--- src/rtl/fb_port_arbiter.sv ---
// Framebuffer port arbiter: scanout reads take the single RAM port first, then the
// clear-screen fill, then a small in-order FIFO of buffered pixel writes.
module fb_port_arbiter #(
   parameter int FB_DEPTH   = 19200,
   parameter int ADDR_W     = 16,
   parameter int DATA_W     = 8,
   parameter int FIFO_DEPTH = 4
) (
   input  logic                              vgaclk,
   input  logic                              rst_n,
   input  logic                              scan_req,
   input  logic [ADDR_W-1:0]                 scan_addr,
   output logic [DATA_W-1:0]                 scan_data,
   output logic                              scan_valid,
   input  logic                              wr_valid,
   output logic                              wr_ready,
   input  logic [ADDR_W-1:0]                 wr_addr,
   input  logic [DATA_W-1:0]                 wr_data,
   output logic                              wr_err,
   output logic [$clog2(FIFO_DEPTH):0]       fifo_level,
   input  logic                              clr_start,
   input  logic [DATA_W-1:0]                 clr_color,
   output logic                              clr_busy,
   output logic                              clr_done,
   output logic                              mem_en,
   output logic                              mem_we,
   output logic [ADDR_W-1:0]                 mem_addr,
   output logic [DATA_W-1:0]                 mem_wdata,
   input  logic [DATA_W-1:0]                 mem_rdata
);

   localparam int PTR_W = $clog2(FIFO_DEPTH);
   localparam int LVL_W = PTR_W + 1;

   typedef enum logic {IDLE, CLEAR} state_t;

   state_t              state_reg;
   logic [ADDR_W-1:0]   clr_cnt_reg;
   logic [DATA_W-1:0]   clr_color_reg;
   logic                clr_done_reg;
   logic                scan_valid_reg;
   logic                wr_err_reg;
   logic [PTR_W-1:0]    wr_ptr_reg;
   logic [PTR_W-1:0]    rd_ptr_reg;
   logic [LVL_W-1:0]    level_reg;
   logic [ADDR_W-1:0]   fifo_addr_mem [FIFO_DEPTH];
   logic [DATA_W-1:0]   fifo_data_mem [FIFO_DEPTH];

   logic accept, in_range, push, pop, clr_step, clr_last;

   // Ready looks only at the registered level, so a full FIFO never falls through.
   assign wr_ready = (level_reg < LVL_W'(FIFO_DEPTH));
   assign accept   = wr_valid && wr_ready;
   assign in_range = (32'(wr_addr) < FB_DEPTH);
   assign push     = accept && in_range;
   assign pop      = rst_n && !scan_req && (state_reg == IDLE) && (level_reg != '0);
   assign clr_step = (state_reg == CLEAR) && !scan_req;
   assign clr_last = (clr_cnt_reg == ADDR_W'(FB_DEPTH - 1));

   assign scan_data  = mem_rdata;
   assign scan_valid = scan_valid_reg;
   assign wr_err     = wr_err_reg;
   assign fifo_level = level_reg;
   assign clr_busy   = (state_reg == CLEAR);
   assign clr_done   = clr_done_reg;

   always_comb begin
      mem_en    = 1'b0;
      mem_we    = 1'b0;
      mem_addr  = '0;
      mem_wdata = '0;
      if (rst_n) begin
         if (scan_req) begin
            mem_en   = 1'b1;
            mem_addr = scan_addr;
         end else if (state_reg == CLEAR) begin
            mem_en    = 1'b1;
            mem_we    = 1'b1;
            mem_addr  = clr_cnt_reg;
            mem_wdata = clr_color_reg;
         end else if (level_reg != '0) begin
            mem_en    = 1'b1;
            mem_we    = 1'b1;
            mem_addr  = fifo_addr_mem[rd_ptr_reg];
            mem_wdata = fifo_data_mem[rd_ptr_reg];
         end
      end
   end

   always_ff @(posedge vgaclk) begin
      if (push) begin
         fifo_addr_mem[wr_ptr_reg] <= wr_addr;
         fifo_data_mem[wr_ptr_reg] <= wr_data;
      end
   end

   always_ff @(posedge vgaclk) begin
      if (!rst_n) begin
         state_reg      <= IDLE;
         clr_cnt_reg    <= '0;
         clr_color_reg  <= '0;
         clr_done_reg   <= 1'b0;
         scan_valid_reg <= 1'b0;
         wr_err_reg     <= 1'b0;
         wr_ptr_reg     <= '0;
         rd_ptr_reg     <= '0;
         level_reg      <= '0;
      end else begin
         scan_valid_reg <= scan_req;
         wr_err_reg     <= accept && !in_range;
         clr_done_reg   <= 1'b0;

         if (push) wr_ptr_reg <= wr_ptr_reg + 1'b1;
         if (pop)  rd_ptr_reg <= rd_ptr_reg + 1'b1;
         case ({push, pop})
            2'b10:   level_reg <= level_reg + 1'b1;
            2'b01:   level_reg <= level_reg - 1'b1;
            default: level_reg <= level_reg;
         endcase

         case (state_reg)
            IDLE: begin
               if (clr_start) begin
                  clr_color_reg <= clr_color;
                  clr_cnt_reg   <= '0;
                  state_reg     <= CLEAR;
               end
            end
            CLEAR: begin
               if (clr_step) begin
                  if (clr_last) begin
                     state_reg    <= IDLE;
                     clr_done_reg <= 1'b1;
                  end else begin
                     clr_cnt_reg <= clr_cnt_reg + 1'b1;
                  end
               end
            end
            default: state_reg <= IDLE;
         endcase
      end
   end

endmodule
--- config.mk ---
export PLATFORM = sky130hd
export DESIGN_NAME = fb_port_arbiter
export DESIGN_NICKNAME = d
export VERILOG_FILES = /design/src/rtl/fb_port_arbiter.sv
export SDC_FILE = /design/constraint.sdc
export NUM_CORES = 1
export LEC_CHECK = 0
export CAP_MARGIN = 20
export CORE_MARGIN = 10
export CORE_UTILIZATION = 47
export CTS_CLUSTER_SIZE = 28
export DETAILED_ROUTE_END_ITERATION = 7
export GPL_TIMING_DRIVEN = 0
export PLACE_DENSITY = 0.76
export SLEW_MARGIN = 25
export SYNTH_ARGS = -nofsm -noshare
export SYNTH_HDL_FRONTEND = slang
export SYNTH_SLANG_ARGS = --single-unit
--- constraint.sdc ---
create_clock -name vgaclk -period 2.81 [get_ports vgaclk]
set_input_delay 0.562 -clock vgaclk [delete_from_list [all_inputs] [get_ports vgaclk]]
set_output_delay 0.562 -clock vgaclk [all_outputs]
set_load 0.02 [all_outputs]
# [Yosys cells after proc, flatten, opt, wreduce, memory -nomap -nowiden]
# Memory sizes are Yosys's and may differ from the RTL's. A register that Yosys moved wholly into a read port is not among the register bits.
# Cells that the tools add are included.
[word_totals] regBits=35 ram_bits=96 inputBits=61 output_inout_bits=42 elab_cells=69 memories=2
[classes] addsub=5 magnitude_cmp=2 eq_ne=6 n_mux=30 bitwise=1 n_reduce_logical=14
[memory_table] name="fifo_addr_mem" depth=4 word_bits=16 rd=1 rd_clocked_by_memory_dff=1 write_ports=1 line="46" source="logic [ADDR_W-1:0] fifo_addr_mem [FIFO_DEPTH];"
[memory_table] name="fifo_data_mem" depth=4 word_bits=8 rd=1 rd_clocked_by_memory_dff=1 write_ports=1 line="47" source="logic [DATA_W-1:0] fifo_data_mem [FIFO_DEPTH];"
[ops] op="$mux W16" n=7
[ops] op="$mux W8" n=4
[ops] op="$pmux W16 S2" n=1
[ops] op="$add A16 B1 Y16 const B" n=1
[ops] op="$eq A16 B15 Y1 const B" n=1
[ops] op="$lt A16 B15 Y1 const B" n=1
[ops] op="$mux W1" n=12
[ops] op="$mux W2" n=4
[ops] op="$logic_and A1 B1 Y1" n=7
[ops] op="$pmux W3 S2" n=1
[ops] op="$reduce_and A3 Y1" n=2
[ops] op="$add A2 B1 Y2 const B" n=2
[ops] op="$ne A2 B2 Y1 const B" n=2
[ops] op="$add A3 B1 Y3 const B" n=1
[ops] op="$lt A3 B3 Y1 const B" n=1
[ops] op="$reduce_bool A3 Y1" n=1
[ops] op="$sub A3 B1 Y3 const B" n=1
[ops] op="$eq A2 B1 Y1 const B" n=1
[ops] op="$eq A2 B2 Y1 const B" n=1
[ops] op="$logic_not A1 Y1" n=2
[ops] op="$ne A2 B1 Y1 const B" n=1
[ops] op="$pmux W1 S2" n=1
[ops] op="$reduce_and A2 Y1" n=1
[ops] op="$reduce_bool A2 Y1" n=1
[ops] op="$not A1 Y1" n=1

# [Depth between registers and ports, before layout]
# Gate-level depths: netlist (run 1).
[depth] word_depth=6 ltp_mapped=10 mapped_depth_nobuf=10

# [Worst setup path before layout (run 1)]
# OpenSTA, ideal clock, no wires.
[synth_timing] kind="input -> register" startpoint="input port rst_n" endpoint="register level_reg[2] (netlist: fifo_level[2])" setup_time_ns=0.072 arrival_ns=2.781 required_ns=2.738 path_slack_ns=-0.044 path_stages=10 path_buffers=2 path_cell_list="clkbuf_1 -> nand2b_1 -> nor3_1 -> buf_2 -> ha_1 -> inv_1 -> fa_1 -> xor2_1 -> or3_1 -> a21oi_1"
[synth_via] elab_chain_len=5 word_cells_on_any_way=7 cone_classes="eq/ne (2); mux (1); reduce/logical (4)"
[synth_lines] element="start, declared" line="10" source="input logic rst_n,"
[synth_lines] element="$logic_and A1 B1 Y1 * (3 in a row)" line="56" source="assign pop = rst_n && !scan_req && (state_reg == IDLE) && (level_reg != '0);"
[synth_lines] element="via pop" line="49" source="logic accept, in_range, push, pop, clr_step, clr_last;"
[synth_lines] element="$eq A2 B1 Y1 or $eq A2 B2 Y1 (tied branches)" line="115" source="case ({push, pop})"
[synth_lines] element="$pmux W3 S2 or $reduce_bool A2 Y1 (tied branches)"
[synth_lines] element="end signal, assigned" line="116" source="2'b10: level_reg <= level_reg + 1'b1;"
[synth_lines] element="end signal, assigned" line="117" source="2'b01: level_reg <= level_reg - 1'b1;"
[synth_lines] element="end signal, assigned" line="118" source="default: level_reg <= level_reg;"
[synth_lines] element="end, declared" line="45" source="logic [LVL_W-1:0] level_reg;"
# The timed path passes the listed nets; every way through them passes the cells marked *.
# A chain may end at the register's enable or synchronous reset.

==> run summary, run 1 <==
Vias in the first global route - 3963
Number of flip-flops in the largest register - 64
Total Power - 4.83 mW
Min cycle time layout - 2.78 ns
Initial Util - 47.8%
Syn avg cell area - 14.1 µm²
Final period utilization - 98.8%
DRT Wirelength - 14600 µm
CTS Buffer Depth - 2
Slowest CP cell - mux4_2
Chip width - 130 µm
CTS Buf Count - 17
CTS tree - done
Hold Worst Slack - 0.465 ns
Placed cell count - 645
CP Launch Type - flip-flop
Setup CP Type - reg2out
Worst-skew pair later-pin latency - 0.41 ns
Commonest non-fill, non-tap cells in the layout - edfxtp_1, clkdlybuf4s50_1, dfxtp_1
Root Buffer Master - clkbuf_16
Die Ht - 130 µm
Vias/cell - 5.89
Share of layout cells above drive strength 1 - 20.3%
Post-synth top area share - 50.4%
Post-synthesis register bit count - 133
Syn_nets - 473
Seq/Total Area, Yosys - 63.4%
CTS sink count - 133
Worst vdd ir - 0.000482 V
Total Die Area - 17000 µm²
Antenna violations before repair - 0
CP max FO - 10
Crit path capture type - output port
Leak Pwr - 2.69 nW
Via count - 4008
DPL Wire Length - 9860 µm
Most common cell after layout, fill and taps aside - edfxtp_1
First-pass GRT wire length - 22400 µm
Largest net degree at the start of global routing - 25
Final Hold Viols - 0
First-pass DRT Iterations - 6
Cells after Synth - 405
Fraction of registers with async set/reset - 0%
Max Cap Viol - 0
Largest cells by area after synthesis - edfxtp_1, dfxtp_1, mux4_2
Crit path DAT - 2.21 ns
Final Max Slew Viols - 0
Worst-Margin Slew - 0.672 ns
Power density cells - 640 nW/µm²
H-tree levels - 4
Fin nets - 588
Final Skew - 0.00619 ns
Post-synthesis cell type count - 49
Fmax - 360 MHz
Antenna cell count - 0
Worst Path Required - 2.25 ns
Yosys warns - 0
Avg WL per Cell - 21.4 µm
Initial drt markers - 511
ANT nets after route - 0
Residual DRC - 0
# fillers - 844
CP Cell Sequence - buf_12 -> mux4_2 -> a222oi_1 -> inv_1 -> clkdlybuf4s15_1
Number of enable flip-flop cells after synthesis - 96
Placer Congestion - 0.861
Synth Flop Type - edfxtp_1
Setup TNS - 0 ns
Core ar. - 12000 µm²
Tot GR Track Use - 17.4%
RSZ-0062 raised after global routing - true
Most area-hungry cell type in the Yosys netlist - edfxtp_1
Buf/Inv on CP - 3
Worst path max stage delay - 0.52 ns
Rows - 40
Hold crit path type - reg2reg
Area delta synth->final - 31.9%
Mapped cell area - 5720 µm²
IO buf count - 93
Crit-path leading delay family - buffers and inverters
Status - completed
Worst rel slew slack - 55.2%
CTS clk-pin slew, worst paths - 0.06 ns
Hold Buf Count CTS - 0
Final setup violating endpoints - 0
I/O Pins - 103
GRT overflow - 0
Finished Layout Cells - 680
==> worst reg2reg max path: stages (launching register included) <==
cell and delay [ns]:
dfxtp_1 0.48, nor3_4 0.09, nor3_4 0.28, buf_4 0.25, ha_1 0.22, inv_1 0.07, fa_1 0.37, xor2_1 0.16
or3_1 0.31, a21oi_1 0.14
==> through the flow <==
step | utilization [%] | worst slack, ns | cell area, µm²
6_report | 63.1 | 0.0348 | 7540
5_1_grt | 63.1 | -0.0219 | 7540
4_1_cts | 62.7 | -0.102 | 7500
3_5_place_dp | 57.2 | -0.846 | 6840
3_3_place_gp | 57.2 | -0.775 | 6840
2_1_floorplan | - | 0.141 | 5720
==> repair_timing <==
item,4_1_cts,5_1_grt
cloned,0,0
gates resized for setup,49,32
pin swaps,3,10
setup buffers,3,4
endpoints found under the setup margin,26,19
==> cell type report <==
| class | instances | area, µm² | share of cell area, % |
|---|---|---|---|
| multi-input cells | 212 | 1850 | 24.5 |
| clock buffers | 17 | 425 | 5.64 |
| inverters | 25 | 95.1 | 1.26 |
| clock inverters | 15 | 194 | 2.57 |
| plain buffers | 31 | 235 | 3.12 |
| repair buffers | 100 | 933 | 12.4 |
| well taps | 147 | 184 | 2.44 |
| flip-flops and latches | 133 | 3630 | 48.1 |
==> report_power, final <==
group | leakage, nW | internal (mW) | switching, mW
clock | 0.294 | 1.42 | 0.881
combinational | 1.23 | 0.182 | 0.194
sequential | 1.17 | 2.14 | 0.0178
==> synthesized netlist by cell type (3+ instances only) <==
| library cell | n |
|---|---|
| o311ai_0 | 3 |
| nand4_1 | 5 |
| nand2b_1 | 8 |
| and2_1 | 9 |
| clkbuf_1 | 19 |
| edfxtp_1 | 96 |
| inv_1 | 24 |
| xnor2_1 | 3 |
| a21oi_1 | 19 |
| nor4_1 | 4 |
| mux4_2 | 24 |
| o31ai_1 | 3 |
| nand2_1 | 24 |
| ha_1 | 6 |
| o211ai_1 | 4 |
| and3_1 | 5 |
| o21ai_0 | 5 |
| a22o_1 | 9 |
| or3_1 | 5 |
| or4_1 | 5 |
| dfxtp_1 | 37 |
| nand3_1 | 10 |
| a222oi_1 | 15 |
| nor2_1 | 13 |
| buf_2 | 5 |
| nor2b_1 | 4 |
| buf_4 | 9 |
==> routing by layer <==
metal | track usage (%) | vias to the layer above | wire length, µm
li1 | - | 1807 | -
met1 | 20.9 | 2001 | 5730
met2 | 29.2 | 172 | 7480
met3 | 4.75 | 28 | 1070
met4 | 6.42 | 0 | 300
met5 | 0 | - | 0
==> cells by family (layout without fill, tap and decap cells) <==
kind of cell / count (synthesis) / in the layout / share of synthesized area [%]
and+or+nand+nor: 105 / 105 / 10.3
xor gates and xnor gates: 5 / 5 / 0.766
buffers and inverters: 60 / 188 / 4.92
muxes: 28 / 28 / 10.2
AOI/OAI and AO/OA: 67 / 67 / 8.80
DFF: 133 / 133 / 63.4
adders and majority gates: 7 / 7 / 1.66
==> path summary, 6_finish.rpt <==
kind	start	slack (ns)	end	cells after the start
setup / recovery	flip-flop	0.03	mem_addr[13]	5
hold / removal	clr_color_reg[6]$_SDFFE_PN0P_	0.46	clr_color_reg[6]$_SDFFE_PN0P_	2
setup reg to reg	fifo_level[2]$_SDFFE_PN0P_	0.38	fifo_level[2]$_SDFFE_PN0P_	9
hold reg to reg	clr_color_reg[6]$_SDFFE_PN0P_	0.46	clr_color_reg[6]$_SDFFE_PN0P_	2
(Power assumes the default switching activity.)
==> inputs of run 2 (changes only) <==
--- a/config.mk
+++ b/config.mk
@@ -7,11 +7,13 @@
 export LEC_CHECK = 0
 export CAP_MARGIN = 20
 export CORE_MARGIN = 10
-export CORE_UTILIZATION = 47
+export CORE_UTILIZATION = 30
 export CTS_CLUSTER_SIZE = 28
 export DETAILED_ROUTE_END_ITERATION = 7
 export GPL_TIMING_DRIVEN = 0
-export PLACE_DENSITY = 0.76
+export PLACE_DENSITY = 0.52
+export REMOVE_ABC_BUFFERS = 1
+export SKIP_LAST_GASP = 1
 export SLEW_MARGIN = 25
 export SYNTH_ARGS = -nofsm -noshare
 export SYNTH_HDL_FRONTEND = slang
==> run summary, run 2 (synthesis results as in run 1) <==
DRT Wirelength - 15200 µm
Rows - 50
Residual DRC - 0
Initial Util - 30.6%
Chip width - 158 µm
Internal power - 3.56 mW
CP Cell Sequence - buf_12 -> mux4_2 -> a222oi_1 -> inv_1 -> dlygate4sd2_1
ANT nets after route - 0
Register share of total power - 47.2%
Fin nets - 558
Antenna violations before repair - 0
Crit-path leading delay family - buffers and inverters
Via count - 3773
Number of flip-flops in the largest register - 64
CTS clk-pin slew, worst paths - 0.06 ns
DPL Wire Length - 10500 µm
CTS sink count - 133
Final setup violating endpoints - 0
I/O Pins - 103
Status - completed
Worst-Margin Slew - 0.966 ns
H-tree levels - 4
Die Ht - 158 µm
Fmax - 367 MHz
CTS Buf Count - 17
Final Hold Viols - 0
Placed Area - 6870 µm²
Root Buffer Master - clkbuf_16
Leak Pwr - 2.63 nW
Hold Buf Count CTS - 0
Setup CP Type - reg2out
Switch Pwr - 1.01 mW
Crit path DAT - 2.16 ns
Clk pwr share - 45.3%
First-pass DRT Iterations - 5
Comb pwr share - 7.6%
CTS tree - done
Max Cap Viol - 0
Antenna cell count - 0
Total Power - 4.57 mW
Vias/cell - 5.12
Commonest non-fill, non-tap cells in the layout - edfxtp_1, clkdlybuf4s50_1, dfxtp_1
Largest net degree at the start of global routing - 28
Hold crit path type - reg2reg
Placer Congestion - 0.818
Buf/Inv on CP - 3
Final Max Slew Viols - 0
Crit path capture type - output port
Share of layout cells above drive strength 1 - 17.9%
First-pass GRT wire length - 23100 µm
Core ar. - 18700 µm²
Min cycle time layout - 2.72 ns
CP Launch Type - flip-flop
Worst vdd ir - 0.000402 V
IO buf count - 86
Final period utilization - 96.8%
Switching Fraction - 22.1%
# fillers - 1723
Total Die Area - 25000 µm²
Worst-skew pair later-pin latency - 0.41 ns
Vias in the first global route - 3908
Slowest CP cell - mux4_2
CTS Buffer Depth - 2
Area delta synth->final - 31.4%
CP max FO - 11
Worst path max stage delay - 0.50 ns
Final Instance Area - 7510 µm²
RSZ-0062 raised after global routing - true
GRT overflow - 0
Avg WL per Cell - 20.6 µm
Initial drt markers - 289
Worst rel slew slack - 35.1%
Most common cell after layout, fill and taps aside - edfxtp_1
Power density cells - 608 nW/µm²
Setup TNS - 0 ns
Core Util, Final - 40.2%
Tot GR Track Use - 12.4%
Final Skew - 0.00804 ns
Worst Path Required - 2.25 ns
run 2: cell types whose count changed in the layout (fill, tap and decap cells not counted), sizes merged:
cell           previous run  this run
clkdlybuf4s15             4         6
and2                      9        10
inv                      31        25
clkinv                    3         8
dlymetal6s2s              1         4
clkdlybuf4s50            67        56
bufinv                    3         1
buf                      25        15
dlygate4sd2              14        18
clkinvlp                  3         4
clkbuf                   37        20
run 2: stage by stage:
stage          hold slack (ns)  setup slack, ns  instances
4_1_cts                  0.454          0.00490        737
3_5_place_dp             0.446            -1.44        699
5_1_grt                  0.480          -0.0170        737
3_3_place_gp             0.444            -3.18        690
2_1_floorplan            0.436           -0.689        370
6_report                 0.454           0.0886        737
run 2: repair_timing:
action | 4_1_cts | 5_1_grt
pin swaps | 2 | 1
setup buffers | 5 | 0
cloned | 1 | 0
resized for setup | 49 | 11
endpoints found under the setup margin | 29 | 17
run 2: final timing paths:
path                                                    start                       endpoint  slack [ns]  depth (start not counted)
worst min register to register  clr_color_reg[6]$_SDFFE_PN0P_  clr_color_reg[6]$_SDFFE_PN0P_        0.45                          2
worst max register to register     fifo_level[2]$_SDFFE_PN0P_     fifo_level[2]$_SDFFE_PN0P_        0.46                          9
worst max-delay path                                flip-flop                    mem_addr[9]        0.09                          5
worst min-delay path            clr_color_reg[6]$_SDFFE_PN0P_  clr_color_reg[6]$_SDFFE_PN0P_        0.45                          2
run 2: area by class of cell:
| class | instances | area (µm²) | share of cell area, % |
|---|---|---|---|
| clock buffer | 19 | 453 | 6.03 |
| multi-input combinational | 213 | 1880 | 25.0 |
| sequential | 133 | 3630 | 48.3 |
| tap | 234 | 293 | 3.90 |
| clock inverter | 13 | 108 | 1.43 |
| inverter | 25 | 98.8 | 1.32 |
| timing repair buffer | 100 | 1050 | 14.0 |
run 2: layer usage:
| metal | part of all wire, % | global-route usage [%] | vias up |
|---|---|---|---|
| met1 | 42 | 14.4 | 1913 |
| met4 | 2.0 | 5.25 | 0 |
| met3 | 4.4 | 2.99 | 14 |
| li1 | - | - | 1744 |
| met2 | 52 | 21.3 | 102 |
| met5 | 0 | 0 | - |
run 2: power by group through the flow:
stage / clock network [mW] / registers, mW / logic (mW)
floorplan: 0 / 2.20 / 0.136
global placement: 0 / 2.20 / 0.324
detailed placement: 0 / 2.20 / 0.345
CTS: 2.10 / 2.15 / 0.349
global route: 2.21 / 2.16 / 0.374
finish: 2.07 / 2.15 / 0.346
run 2: worst min-delay path, stage by stage (launching register included):
cell	delay, ns
dfxtp_1	0.30
nand2_1	0.05
a21oi_1	0.05
